===== src/rtl/core_round_scheduler_if.sv =====
// core_round_scheduler_if: job request, core status and core control bundle
// for core_round_scheduler. The scheduler connects through the slave modport,
// the job source / core array through the master modport.
interface core_round_scheduler_if #(
  parameter int unsigned NO_OF_CORES = 5,
  parameter int unsigned ROW_CNT_LEN = 8,
  parameter int unsigned ADDRESS_LEN = 12
);
  logic                               start;
  logic [ROW_CNT_LEN-1:0]             total_rows;
  logic [ADDRESS_LEN*NO_OF_CORES-1:0] core_address;
  logic [NO_OF_CORES-1:0]             finish_cores;
  logic [NO_OF_CORES-1:0]             start_cores;
  logic [NO_OF_CORES-1:0]             reset_cores;
  logic [NO_OF_CORES-1:0]             active_mask;
  logic [ROW_CNT_LEN-1:0]             row_base;
  logic                               busy;
  logic                               finish_process;
  logic                               error;

  modport master (
    output start, total_rows, core_address, finish_cores,
    input  start_cores, reset_cores, active_mask, row_base, busy, finish_process, error
  );

  modport slave (
    input  start, total_rows, core_address, finish_cores,
    output start_cores, reset_cores, active_mask, row_base, busy, finish_process, error
  );
endinterface


===== src/rtl/core_round_scheduler.sv =====
// core_round_scheduler: splits a job of total_rows rows across NO_OF_CORES
// cores in rounds. Each round the active cores are started one at a time until
// each passes its exclusive load phase (RAM address == LOAD_DONE_ADDR), then
// released together; when all active cores finish they are reset and the next
// round is allocated. All outputs are registered.
// Optional feature macro: STAGGER_TIMEOUT_EN (stagger watchdog driving error).
module core_round_scheduler #(
  parameter int unsigned NO_OF_CORES        = 5,
  parameter int unsigned ROW_CNT_LEN        = 8,
  parameter int unsigned ADDRESS_LEN        = 12,
  parameter int unsigned LOAD_DONE_ADDR     = 23,
  parameter int unsigned RESET_PULSE_CYCLES = 2,
  parameter int unsigned TIMEOUT_CYCLES     = 1024
) (
  input logic                   clk,
  input logic                   reset,
  core_round_scheduler_if.slave bus
);

  localparam int unsigned IDX_W   = $clog2(NO_OF_CORES + 1);
  localparam int unsigned PULSE_W = (RESET_PULSE_CYCLES > 1) ? $clog2(RESET_PULSE_CYCLES) : 1;
`ifdef STAGGER_TIMEOUT_EN
  localparam int unsigned TO_W    = (TIMEOUT_CYCLES > 1) ? $clog2(TIMEOUT_CYCLES) : 1;
`endif

  typedef enum logic [2:0] {
    S_IDLE,
    S_ALLOC,
    S_STAGGER,
    S_RUN,
    S_CORE_RST,
    S_DONE
  } state_t;

  state_t                 r_state,       w_state_nxt;
  logic [NO_OF_CORES-1:0] r_start_cores, w_start_cores_nxt;
  logic [NO_OF_CORES-1:0] r_reset_cores, w_reset_cores_nxt;
  logic [NO_OF_CORES-1:0] r_active_mask, w_active_mask_nxt;
  logic [ROW_CNT_LEN-1:0] r_row_base,    w_row_base_nxt;
  logic [ROW_CNT_LEN-1:0] r_rows_left,   w_rows_left_nxt;
  logic                   r_busy,        w_busy_nxt;
  logic                   r_finish,      w_finish_nxt;
  logic                   r_error,       w_error_nxt;
  logic [IDX_W-1:0]       r_n,           w_n_nxt;
  logic [IDX_W-1:0]       r_idx,         w_idx_nxt;
  logic [PULSE_W-1:0]     r_pulse_cnt,   w_pulse_cnt_nxt;
`ifdef STAGGER_TIMEOUT_EN
  logic [TO_W-1:0]        r_to_cnt,      w_to_cnt_nxt;
`endif

  logic [IDX_W-1:0]       w_n_alloc;
  logic [IDX_W-1:0]       w_idx_inc;
  logic [ADDRESS_LEN-1:0] w_cur_addr;
  logic                   w_addr_hit;
  logic                   w_all_done;
  logic [ROW_CNT_LEN-1:0] w_rows_dec;
  logic                   w_unused_cfg;

  // Round size, stagger pointer arithmetic and completion detection
  always_comb begin
    w_n_alloc  = (32'(r_rows_left) < NO_OF_CORES) ? IDX_W'(r_rows_left) : IDX_W'(NO_OF_CORES);
    w_idx_inc  = IDX_W'(r_idx + IDX_W'(1));
    w_cur_addr = ADDRESS_LEN'(bus.core_address >> (ADDRESS_LEN * 32'(r_idx)));
    w_addr_hit = (w_cur_addr == ADDRESS_LEN'(LOAD_DONE_ADDR));
    w_all_done = ((bus.finish_cores & r_active_mask) == r_active_mask);
    w_rows_dec = ROW_CNT_LEN'(r_rows_left - ROW_CNT_LEN'(r_n));
  end

  // TIMEOUT_CYCLES only matters when the watchdog is built in
  assign w_unused_cfg = ^(32'(TIMEOUT_CYCLES));

  // Next-state and next-output logic
  always_comb begin
    w_state_nxt       = r_state;
    w_start_cores_nxt = r_start_cores;
    w_reset_cores_nxt = r_reset_cores;
    w_active_mask_nxt = r_active_mask;
    w_row_base_nxt    = r_row_base;
    w_rows_left_nxt   = r_rows_left;
    w_busy_nxt        = r_busy;
    w_finish_nxt      = r_finish;
    w_error_nxt       = r_error;
    w_n_nxt           = r_n;
    w_idx_nxt         = r_idx;
    w_pulse_cnt_nxt   = r_pulse_cnt;
`ifdef STAGGER_TIMEOUT_EN
    w_to_cnt_nxt      = r_to_cnt;
`endif

    unique case (r_state)
      S_IDLE, S_DONE: begin
        if (bus.start) begin
          w_rows_left_nxt = bus.total_rows;
          w_row_base_nxt  = '0;
          w_finish_nxt    = 1'b0;
          w_error_nxt     = 1'b0;
          w_busy_nxt      = 1'b1;
          w_state_nxt     = S_ALLOC;
        end
      end

      S_ALLOC: begin
        if (r_rows_left == '0) begin
          // Empty job completes without touching the cores
          w_finish_nxt      = 1'b1;
          w_busy_nxt        = 1'b0;
          w_start_cores_nxt = '0;
          w_active_mask_nxt = '0;
          w_state_nxt       = S_DONE;
        end else begin
          w_n_nxt           = w_n_alloc;
          w_active_mask_nxt = NO_OF_CORES'((32'd1 << w_n_alloc) - 32'd1);
          w_idx_nxt         = '0;
          w_start_cores_nxt = NO_OF_CORES'(1);
`ifdef STAGGER_TIMEOUT_EN
          w_to_cnt_nxt      = '0;
`endif
          w_state_nxt       = S_STAGGER;
        end
      end

      S_STAGGER: begin
        if (w_addr_hit) begin
`ifdef STAGGER_TIMEOUT_EN
          w_to_cnt_nxt = '0;
`endif
          if (r_idx == IDX_W'(r_n - IDX_W'(1))) begin
            w_start_cores_nxt = r_active_mask;
            w_state_nxt       = S_RUN;
          end else begin
            w_idx_nxt         = w_idx_inc;
            w_start_cores_nxt = NO_OF_CORES'(32'd1 << w_idx_inc);
          end
        end
`ifdef STAGGER_TIMEOUT_EN
        else if (r_to_cnt == TO_W'(TIMEOUT_CYCLES - 1)) begin
          w_error_nxt       = 1'b1;
          w_finish_nxt      = 1'b1;
          w_busy_nxt        = 1'b0;
          w_start_cores_nxt = '0;
          w_active_mask_nxt = '0;
          w_state_nxt       = S_DONE;
        end else begin
          w_to_cnt_nxt = TO_W'(r_to_cnt + TO_W'(1));
        end
`endif
      end

      S_RUN: begin
        if (w_all_done) begin
          w_rows_left_nxt   = w_rows_dec;
          w_row_base_nxt    = ROW_CNT_LEN'(r_row_base + ROW_CNT_LEN'(r_n));
          w_start_cores_nxt = '0;
          if (w_rows_dec == '0) begin
            w_finish_nxt      = 1'b1;
            w_busy_nxt        = 1'b0;
            w_active_mask_nxt = '0;
            w_state_nxt       = S_DONE;
          end else begin
            w_reset_cores_nxt = r_active_mask;
            w_pulse_cnt_nxt   = '0;
            w_state_nxt       = S_CORE_RST;
          end
        end
      end

      S_CORE_RST: begin
        if (r_pulse_cnt == PULSE_W'(RESET_PULSE_CYCLES - 1)) begin
          w_reset_cores_nxt = '0;
          w_state_nxt       = S_ALLOC;
        end else begin
          w_pulse_cnt_nxt = PULSE_W'(r_pulse_cnt + PULSE_W'(1));
        end
      end

      default: w_state_nxt = S_IDLE;
    endcase
  end

  // State and registered outputs
  always_ff @(posedge clk or posedge reset) begin
    if (reset) begin
      r_state       <= S_IDLE;
      r_start_cores <= '0;
      r_reset_cores <= '0;
      r_active_mask <= '0;
      r_row_base    <= '0;
      r_rows_left   <= '0;
      r_busy        <= 1'b0;
      r_finish      <= 1'b0;
      r_error       <= 1'b0;
      r_n           <= '0;
      r_idx         <= '0;
      r_pulse_cnt   <= '0;
`ifdef STAGGER_TIMEOUT_EN
      r_to_cnt      <= '0;
`endif
    end else begin
      r_state       <= w_state_nxt;
      r_start_cores <= w_start_cores_nxt;
      r_reset_cores <= w_reset_cores_nxt;
      r_active_mask <= w_active_mask_nxt;
      r_row_base    <= w_row_base_nxt;
      r_rows_left   <= w_rows_left_nxt;
      r_busy        <= w_busy_nxt;
      r_finish      <= w_finish_nxt;
      r_error       <= w_error_nxt;
      r_n           <= w_n_nxt;
      r_idx         <= w_idx_nxt;
      r_pulse_cnt   <= w_pulse_cnt_nxt;
`ifdef STAGGER_TIMEOUT_EN
      r_to_cnt      <= w_to_cnt_nxt;
`endif
    end
  end

  assign bus.start_cores    = r_start_cores;
  assign bus.reset_cores    = r_reset_cores;
  assign bus.active_mask    = r_active_mask;
  assign bus.row_base       = r_row_base;
  assign bus.busy           = r_busy;
  assign bus.finish_process = r_finish;
  assign bus.error          = r_error;

endmodule


===== src/flat_wrapper.sv =====
// flat-port wrapper written by rule: the top's interface ports become plain ports
module core_round_scheduler_flat 
#(
  parameter int unsigned NO_OF_CORES        = 5,
  parameter int unsigned ROW_CNT_LEN        = 8,
  parameter int unsigned ADDRESS_LEN        = 12,
  parameter int unsigned LOAD_DONE_ADDR     = 23,
  parameter int unsigned RESET_PULSE_CYCLES = 2,
  parameter int unsigned TIMEOUT_CYCLES     = 1024
)
  (clk, reset, bus_start, bus_total_rows, bus_core_address, bus_finish_cores, bus_start_cores, bus_reset_cores, bus_active_mask, bus_row_base, bus_busy, bus_finish_process, bus_error);
  core_round_scheduler_if #(.NO_OF_CORES(NO_OF_CORES), .ROW_CNT_LEN(ROW_CNT_LEN), .ADDRESS_LEN(ADDRESS_LEN)) bus_i ();
  input logic clk;
  input logic reset;
  input wire logic [$bits(bus_i.start)-1:0] bus_start;
  input wire logic [$bits(bus_i.total_rows)-1:0] bus_total_rows;
  input wire logic [$bits(bus_i.core_address)-1:0] bus_core_address;
  input wire logic [$bits(bus_i.finish_cores)-1:0] bus_finish_cores;
  output wire logic [$bits(bus_i.start_cores)-1:0] bus_start_cores;
  output wire logic [$bits(bus_i.reset_cores)-1:0] bus_reset_cores;
  output wire logic [$bits(bus_i.active_mask)-1:0] bus_active_mask;
  output wire logic [$bits(bus_i.row_base)-1:0] bus_row_base;
  output wire logic [$bits(bus_i.busy)-1:0] bus_busy;
  output wire logic [$bits(bus_i.finish_process)-1:0] bus_finish_process;
  output wire logic [$bits(bus_i.error)-1:0] bus_error;
  assign bus_i.start = bus_start;
  assign bus_i.total_rows = bus_total_rows;
  assign bus_i.core_address = bus_core_address;
  assign bus_i.finish_cores = bus_finish_cores;
  assign bus_start_cores = bus_i.start_cores;
  assign bus_reset_cores = bus_i.reset_cores;
  assign bus_active_mask = bus_i.active_mask;
  assign bus_row_base = bus_i.row_base;
  assign bus_busy = bus_i.busy;
  assign bus_finish_process = bus_i.finish_process;
  assign bus_error = bus_i.error;
  core_round_scheduler #(.NO_OF_CORES(NO_OF_CORES), .ROW_CNT_LEN(ROW_CNT_LEN), .ADDRESS_LEN(ADDRESS_LEN), .LOAD_DONE_ADDR(LOAD_DONE_ADDR), .RESET_PULSE_CYCLES(RESET_PULSE_CYCLES), .TIMEOUT_CYCLES(TIMEOUT_CYCLES)) u_core (.clk(clk), .reset(reset), .bus(bus_i));
endmodule

===== config.mk =====
export PLATFORM = sky130hd
export DESIGN_NAME = core_round_scheduler_flat
export DESIGN_NICKNAME = d
export VERILOG_FILES = /design/src/rtl/core_round_scheduler_if.sv /design/src/rtl/core_round_scheduler.sv /design/src/flat_wrapper.sv
export SDC_FILE = /design/constraint.sdc
export NUM_CORES = 1
export LEC_CHECK = 0
export CORE_UTILIZATION = 46
export DETAILED_ROUTE_END_ITERATION = 12
export PLACE_DENSITY = 0.77
export SLEW_MARGIN = 5
export SYNTH_ARGS = -nofsm -noshare
export SYNTH_HDL_FRONTEND = slang
export SYNTH_SLANG_ARGS = --single-unit

===== constraint.sdc =====
create_clock -name clk -period 2.7 [get_ports clk]
set_input_delay 0.54 -clock clk [delete_from_list [all_inputs] [get_ports clk]]
set_output_delay 0.54 -clock clk [all_outputs]
set_load 0.005 [all_outputs]

==> results of run 1 <==
## per-stage QoR
step / cells / cell area (um^2) / hold WS (ps) / total power [mW]
final: 504 / 4110 / 494 / 4.30
after global routing: 504 / 4110 / 517 / 4.67
after CTS: 504 / 4110 / 499 / 4.31
after detailed placement: 496 / 3980 / 479 / 3.70
after global placement: 496 / 3980 / 476 / 3.62
after floorplan: 326 / 2910 / 476 / 2.84
## per-layer routing
metal,share of wire,GRT usage
met5,0,0
met4,0.0099,0.0714
met3,0.068,0.0367
met2,0.49,0.405
met1,0.43,0.315
## kinds of logic (layout without fill, tap and decap cells)
family                   count (synthesis)  count (layout)  synth area share
other                                    1               1           0.00129
flip-flops                              43              43             0.370
AND/OR/NAND/NOR                        127             127             0.253
AO/OA/AOI/OAI                           82              82             0.176
adder cells (fa/ha/maj)                 15              15            0.0698
XOR/XNOR                                10              10            0.0301
multiplexers                            10              10            0.0362
buffers and inverters                   38             141            0.0633
## cell usage in the layout (no fill, tap or decap), types with 4 or more instances in the layout
master           synthesis  final
and4b_1                  5      5
ha_1                    13     13
xnor2_1                  7      7
mux2i_1                  6      6
nand2b_1                 4      4
a21oi_1                 16     16
and3_1                   4      4
nand4_1                  9      9
nor2_1                  22     22
nand3_1                 10     10
buf_4                    1     11
a21o_1                   7      7
dfrtp_1                 43     43
nor4b_1                  4      4
nor2b_1                  4      4
clkbuf_8                 0      5
clkdlybuf4s50_1          0    100
nor3_1                  16     16
nand2_1                 28     28
inv_1                   22     22
o21ai_0                 29     29
a22o_1                   4      4
## power breakdown
group          internal, mW  switching [mW]  total [mW]
clock                 0.370           0.223       0.593
sequential            0.928           0.382        1.31
combinational          1.22            1.18        2.40
## flip-flops by register name, summed over array words and instances (netlist names)
register                   flops
u_core.bus.active_mask         5
u_core.bus.busy                1
u_core.bus.finish_process      1
u_core.bus.reset_cores         5
u_core.bus.row_base            8
u_core.bus.start_cores         5
u_core.r_idx                   3
u_core.r_n                     3
u_core.r_pulse_cnt             1
u_core.r_rows_left             8
u_core.r_state                 3
## layout make-up
type,instances,area share
well taps,75,0.0228
clock inverters,2,0.0146
flip-flops and latches,43,0.262
clock buffers,6,0.0176
inverters,22,0.0201
repair buffers,111,0.263
multi-input cells,245,0.400
## critical path, cell delays in order, from the launching register on
cell,delay [ps]
dfrtp_1,420
inv_1,80
ha_1,210
fa_1,400
o21ai_0,330
xnor2_1,250
nand4_1,140
a21o_1,260
a22o_1,240
## final timing paths
path | from | end | slack, ps | cells after the start
max | u_core.r_rows_left[0] | u_core.bus.active_mask[2] | 270 | 8
min | u_core.bus.finish_process | u_core.bus.finish_process | 490 | 1
max reg2reg | u_core.r_rows_left[0] | u_core.bus.active_mask[2] | 270 | 8
min reg2reg | u_core.bus.finish_process | u_core.bus.finish_process | 490 | 1
max in group asynchronous | reset | u_core.r_idx[1] | 1630 | 3
min in group asynchronous | reset | u_core.bus.row_base[7] | 670 | 3
==> results.py, run 1 <==
metrics = {
    "status": {
        "outcome": "finished, final reports clean",
    },
    "critical_path": {
        "worstSetupPathType": "flip-flop to flip-flop",
        "worstPathMaxFanout": 5,
        "start_kind": "flip-flop",
        "worstSetupEndpointType": "flip-flop",
        "critPathRequiredTime_ps": 2890,
        "critPathArrivalTime_ps": 2620,
    },
    "sta": {
        "max-slew-margin-rel": 0.630,
        "period_share": 0.900,
        "layout_setup_ws_ps": 271,
        "setup_tns_ps": 0,
        "hold_viol_final": 0,
        "tightestPinTransition_ps": 555,
        "rsz0062_at_grt": "no",
        "period_needed_ps": 2430,
        "clock.fmax_mhz": 412,
        "clock_skew_ps": 8.32,
        "slew_violations": 0,
        "setup_viol": 0,
    },
    "cts": {
        "root_buffer": "clkbuf_8",
        "cts_buffers": 5,
        "h-tree-depth": 2,
        "path_clk_slew_ps": 90,
        "cts_resized": 0,
        "clock_path_buffers": 2,
        "cts_tree": "yes",
        "cts_hold_buffers": 0,
        "postCtsSetupRepairBufs": 0,
        "insertion_delay_ps": 300,
        "cts_sinks": 43,
    },
    "worst_hold_path": {
        "hp-class": "flip-flop to flip-flop",
    },
    "placement": {
        "dp_hpwl_mm": 5.79,
        "io_buffer_count": 100,
        "gp_congestion": 0.871,
        "pre_cts_ws_ps": 182,
    },
    "layout": {
        "area_growth_pct": 41.6,
        "multi_input_area_um2": 1650,
        "regArea_um2": 1080,
        "diodes": 0,
        "final_core_util": 0.687,
        "fillCellCount": 488,
        "drive_gt1_frac": 0.0746,
        "fin_nets": 519,
    },
    "logic_synthesis": {
        "synth_edf_count": 0,
        "synth-seq-cells": 43,
        "avgSynthCellArea_um2": 8.91,
        "synthCells": 326,
        "syn_area_um2": 2910,
        "synth_commonest_cells": "43 x dfrtp_1, 29 x o21ai_0, 28 x nand2_1",
        "synth_most_common_cell": "dfrtp_1",
        "synth_fp_nets": 417,
        "yosys.area.top_type": "dfrtp_1",
        "synth_seq_area_share": 0.370,
        "yosysWarningCount": 0,
        "synth_ff_type": "dfrtp_1",
        "synth_cell_type_count": 58,
        "synthArstFlopShare": 1.00,
        "synth_top_area_frac": 0.370,
        "yosys-top-cells-area": "dfrtp_1 37%, ha_1 5.6%, o21ai_0 5.0%, nand2_1 3.6%, inv_1 2.8%",
    },
    "die": {
        "die_y_um": 81.5,
        "die_area_um2": 6640,
        "core_um2": 5990,
        "core.rowCount": 28,
        "die_w_um": 81.5,
        "initial_utilization": 0.485,
        "io_pins": 102,
    },
    "global_route": {
        "grt_pass1_wl_mm": 12.2,
        "antenna_found_initial": 0,
        "grt_use_total": 0.240,
        "grt_max_degree": 44,
        "overflow": 0,
        "grt_pass1_vias": 2681,
    },
    "route": {
        "avgRoutedWirePerCell_um": 14.6,
        "drt-pass1-iter-count": 4,
        "postRouteAntennaNets": 0,
        "vias": 2824,
        "drtIter0Drc": 171,
        "drt_wl_total_mm": 7.36,
        "viasPerCell": 5.60,
        "drc": 0,
    },
    "power": {
        "ir_drop_mv": 0.536,
        "power_density_nw_per_um2": 1050,
        "p_leak_nw": 1.77,
    },
    "run": {
        "drv_cap": 0,
    },
}
(Power assumes the default switching activity.)
==> inputs of run 2 (changes only) <==
==> constraint.sdc (replaced) <==
create_clock -name clk -period 2.7 [get_ports clk]
set_input_delay 0.27 -clock clk [delete_from_list [all_inputs] [get_ports clk]]
set_output_delay 0.27 -clock clk [all_outputs]
set_load 0.005 [all_outputs]
==> run 2 against run 1 <==
Against the previous run:
- design area shrank 1.8%
- non-clock buffer count fell by 3
- first-iteration DRC count grew 27%
- worst setup slack better by 12 ps
- die area stayed put
- critical endpoint unchanged
- largest power group unchanged
- highest routed layer unchanged
==> results.py, run 2 (same netlist as run 1, synthesis figures left out) <==
metrics = {
    "status": {
        "outcome": "finished, final reports clean",
    },
    "power": {
        "p_total_mw": 4.09,
        "p_leak_nw": 1.73,
        "power_density_nw_per_um2": 1010,
        "ir_drop_mv": 0.502,
    },
    "sta": {
        "hold_viol_final": 0,
        "period_needed_ps": 2420,
        "clock_skew_ps": 7.96,
        "setup_viol": 0,
        "layout_setup_ws_ps": 283,
        "clock.fmax_mhz": 414,
        "slew_violations": 0,
        "max-slew-margin-rel": 0.626,
        "rsz0062_at_grt": "no",
        "setup_tns_ps": 0,
        "period_share": 0.895,
        "tightestPinTransition_ps": 561,
    },
    "cts": {
        "cts_sinks": 43,
        "postCtsSetupRepairBufs": 0,
        "cts_tree": "yes",
        "cts_hold_buffers": 0,
        "h-tree-depth": 2,
        "path_clk_slew_ps": 80,
        "cts_buffers": 5,
        "root_buffer": "clkbuf_8",
        "clock_path_buffers": 2,
        "cts_resized": 0,
        "insertion_delay_ps": 310,
    },
    "placement": {
        "io_buffer_count": 100,
        "dp_cells": 493,
        "dp_hpwl_mm": 5.96,
        "dpl_cell_area_um2": 3960,
        "pre_cts_ws_ps": 302,
        "gp_congestion": 0.858,
    },
    "global_route": {
        "grt_pass1_vias": 2744,
        "grt_use_total": 0.246,
        "grt_pass1_wl_mm": 12.4,
        "antenna_found_initial": 0,
        "overflow": 0,
        "grt_max_degree": 44,
    },
    "layout": {
        "diodes": 0,
        "fin_area_um2": 4040,
        "area_growth_pct": 39.1,
        "fin_nets": 516,
        "drive_gt1_frac": 0.0657,
        "final-instance-count-excl-fill": 501,
        "final_common_cell": "clkdlybuf4s50_1",
        "final_cell_mix": "100 x clkdlybuf4s50_1, 43 x dfrtp_1, 29 x o21ai_0",
    },
    "die": {
        "io_pins": 102,
        "die_w_um": 81.5,
        "core.rowCount": 28,
        "core_um2": 5990,
        "die_y_um": 81.5,
        "die_area_um2": 6640,
        "initial_utilization": 0.485,
    },
    "route": {
        "vias": 2836,
        "drtIter0Drc": 218,
        "avgRoutedWirePerCell_um": 15.0,
        "drt_wl_total_mm": 7.51,
        "viasPerCell": 5.66,
        "drt-pass1-iter-count": 4,
        "drc": 0,
        "postRouteAntennaNets": 0,
    },
    "run": {
        "drv_cap": 0,
    },
    "critical_path": {
        "worstReg2RegStart": "u_core.r_n[0]",
        "worstSetupEndpointType": "flip-flop",
        "start_kind": "flip-flop",
        "critPathRequiredTime_ps": 2900,
        "critPathArrivalTime_ps": 2610,
        "startpoint": "u_core.r_n[0]",
        "worstPathMaxFanout": 5,
        "worstSetupPathType": "flip-flop to flip-flop",
    },
    "worst_hold_path": {
        "hp-class": "input port to async pin",
    },
}
[run 2: per-layer routing]
| layer | share of wire | vias up | global-route usage |
|---|---|---|---|
| li1 | - | 1371 | - |
| met1 | 0.42 | 1339 | 0.298 |
| met2 | 0.50 | 118 | 0.436 |
| met3 | 0.068 | 8 | 0.0489 |
| met4 | 0.012 | 0 | 0.0732 |
| met5 | 0 | - | 0 |
[run 2: through the flow]
| stage | hold WS, ps | util |
|---|---|---|
| floorplan | 451 | - |
| global route | 486 | 0.674 |
| global placement | 477 | 0.661 |
| detailed placement | 494 | 0.661 |
| finish | 395 | 0.674 |
| CTS | 419 | 0.674 |
[run 2: worst paths after layout]
| kind | end | slack [ps] | cells after the start |
|---|---|---|---|
| worst max-delay path | u_core.bus.active_mask[2] | 280 | 7 |
| worst min-delay path | u_core.bus.row_base[7] | 390 | 3 |
| worst max register to register | u_core.bus.active_mask[2] | 280 | 7 |
| worst min register to register | u_core.bus.finish_process | 510 | 1 |
| max in group asynchronous | u_core.bus.start_cores[4] | 1910 | 3 |
| min in group clk | u_core.bus.finish_process | 510 | 1 |
[run 2: critical path, cell delays in order, from the launching register on]
cell and delay, ps:
dfrtp_1 460, ha_1 270, fa_1 400, o21ai_0 320, xnor2_1 230, nand4_1 140
a21o_1 250, a22o_1 240
[run 2: layout make-up]
cell class                      instances  area [um^2]
Inverter                               22         82.6
Clock buffer                            7         76.3
Multi-Input combinational cell        245         1650
Sequential cell                        43         1080
Fill cell                             500         1950
Clock inverter                          1         5.00
Timing Repair Buffer                  108         1060
Tap cell                               75         93.8
[run 2: where the power goes]
part | internal, mW | switching [mW]
Sequential | 0.928 | 0.391
Combinational | 1.19 | 1.17
Clock | 0.182 | 0.223
==> inputs of run 3 (changes only) <==
CORE_ASPECT_RATIO = 1.25   (was default)
CORE_MARGIN = 2   (was default)
CORE_UTILIZATION = 45   (was 46)
PLACE_DENSITY = 0.76   (was 0.77)
==> run 3 against run 2 <==
Against the previous run:
- clock power grew 5.9%
- critical path depth grew 1
- clock skew is essentially flat
- via count shrank 2.8%
- final cell count grew 2.2%
- hold slack gained 6.6 ps
- sequential power is essentially flat
- sequential share of layout area shrank 0.21 points
- die area grew 7.3%
- first-iteration DRC count grew 14%
- non-clock buffer count grew 1
==> results.py, run 3 (same netlist as run 1, synthesis figures left out) <==
metrics = {
    "status": {
        "outcome": "finished, final reports clean",
    },
    "route": {
        "top_layer": "met4",
        "drt-pass1-iter-count": 5,
        "vias": 2758,
        "wl_met3_um": 299,
        "drc": 0,
        "viasPerCell": 5.39,
        "drtIter0Drc": 249,
        "met1Wirelength_mm": 3.40,
        "avgRoutedWirePerCell_um": 15.5,
        "drt_wl_total_mm": 7.92,
        "postRouteAntennaNets": 0,
        "wl_met2_mm": 4.06,
    },
    "placement": {
        "gp_congestion": 0.896,
        "dp_hpwl_mm": 6.14,
        "dpl_cell_area_um2": 3980,
        "io_buffer_count": 100,
    },
    "critical_path": {
        "worstPathMaxFanout": 5,
        "r2r_slack_ps": 300,
        "critPathArrivalTime_ps": 2600,
        "worstSetupEndpointType": "flip-flop",
        "worstSetupPathType": "flip-flop to flip-flop",
        "start_kind": "flip-flop",
        "critPathRequiredTime_ps": 2900,
    },
    "cts": {
        "h-tree-depth": 2,
        "insertion_delay_ps": 300,
        "cts_resized": 0,
        "postCtsSetupRepairBufs": 0,
        "cts_tree": "yes",
        "cts_hold_buffers": 0,
        "path_clk_slew_ps": 90,
        "clock_path_buffers": 2,
        "root_buffer": "clkbuf_8",
        "cts_sinks": 43,
        "cts_buffers": 5,
    },
    "die": {
        "io_pins": 102,
        "die_y_um": 93.8,
        "die_w_um": 75.9,
        "die_area_um2": 7120,
        "core.rowCount": 32,
        "initial_utilization": 0.468,
        "core_um2": 6210,
    },
    "layout": {
        "fin_area_um2": 4070,
        "final_common_cell": "clkdlybuf4s50_1",
        "drive_gt1_frac": 0.0726,
        "diodes": 0,
        "final_cell_mix": "100 x clkdlybuf4s50_1, 43 x dfrtp_1, 29 x o21ai_0",
        "area_growth_pct": 40.2,
        "fin_nets": 517,
    },
    "worst_hold_path": {
        "hp-class": "input port to async pin",
    },
    "global_route": {
        "grt_max_degree": 44,
        "grt_pass1_vias": 2799,
        "grt_use_total": 0.238,
        "overflow": 0,
        "grt_pass1_wl_mm": 13.1,
        "antenna_found_initial": 0,
    },
    "sta": {
        "hold_viol_final": 0,
        "clock_skew_ps": 8.40,
        "period_needed_ps": 2400,
        "max-slew-margin-rel": 0.641,
        "slew_violations": 0,
        "period_share": 0.890,
        "clock.fmax_mhz": 416,
        "tightestPinTransition_ps": 538,
        "rsz0062_at_grt": "no",
        "holdWs_ps": 401,
        "setup_tns_ps": 0,
        "setup_viol": 0,
    },
    "power": {
        "power_density_nw_per_um2": 1010,
        "p_leak_nw": 1.74,
        "ir_drop_mv": 0.637,
    },
    "run": {
        "drv_cap": 0,
    },
}
==> run 3: changes by cell type in the layout (fill, tap and decap cells not counted) <==
cell        delta
clkbuf_1       -2
clkinv_4       +2
clkinvlp_4     +1
clkinv_2       -1
buf_4          +1
==> run 3: per-layer routing <==
layer	GRT usage	vias to the layer above
met2	0.404	70
li1	-	1372
met3	0.0397	17
met1	0.300	1299
met4	0.0775	0
met5	0	-
==> run 3: path summary, 6_finish.rpt <==
path,cells after the start,endpoint,start
max in group asynchronous,3,u_core.bus.start_cores[2],reset
min in group clk,1,u_core.bus.finish_process,u_core.bus.finish_process
hold / removal,3,u_core.bus.row_base[7],reset
hold reg to reg,1,u_core.bus.finish_process,u_core.bus.finish_process
setup / recovery,8,u_core.bus.active_mask[2],u_core.r_rows_left[0]
setup reg to reg,8,u_core.bus.active_mask[2],u_core.r_rows_left[0]
==> run 3: where the power goes <==
part | leakage [nW] | internal, mW | total (mW) | switching (mW)
clock | 0.0443 | 0.185 | 0.429 | 0.243
sequential | 0.537 | 0.927 | 1.31 | 0.382
combinational | 1.15 | 1.20 | 2.39 | 1.19
==> run 3: worst max-delay path: stages (launching register included) <==
cell and delay [ps]:
dfrtp_1 410, inv_1 80, ha_1 210, fa_1 420
o21ai_0 340, xnor2_1 240, nand4_1 130, a21o_1 240
a22o_1 240
==> run 3: stage by stage <==
| step | utilization | std cells | worst slack, ps | power (mW) |
|---|---|---|---|---|
| after floorplan | - | 326 | 449 | 2.84 |
| after global placement | 0.641 | 504 | 360 | 3.63 |
| after detailed placement | 0.641 | 504 | 331 | 3.68 |
| after CTS | 0.656 | 512 | 339 | 4.13 |
| after global routing | 0.656 | 512 | 158 | 4.50 |
| final | 0.656 | 512 | 298 | 4.12 |
==> run 3: layout make-up <==
class / instances / area, um^2
fill: 547 / 2130
multi-input combinational: 245 / 1650
sequential: 43 / 1080
timing repair buffer: 109 / 1070
tap: 85 / 106
inverter: 22 / 82.6
clock buffer: 5 / 68.8
clock inverter: 3 / 25.0
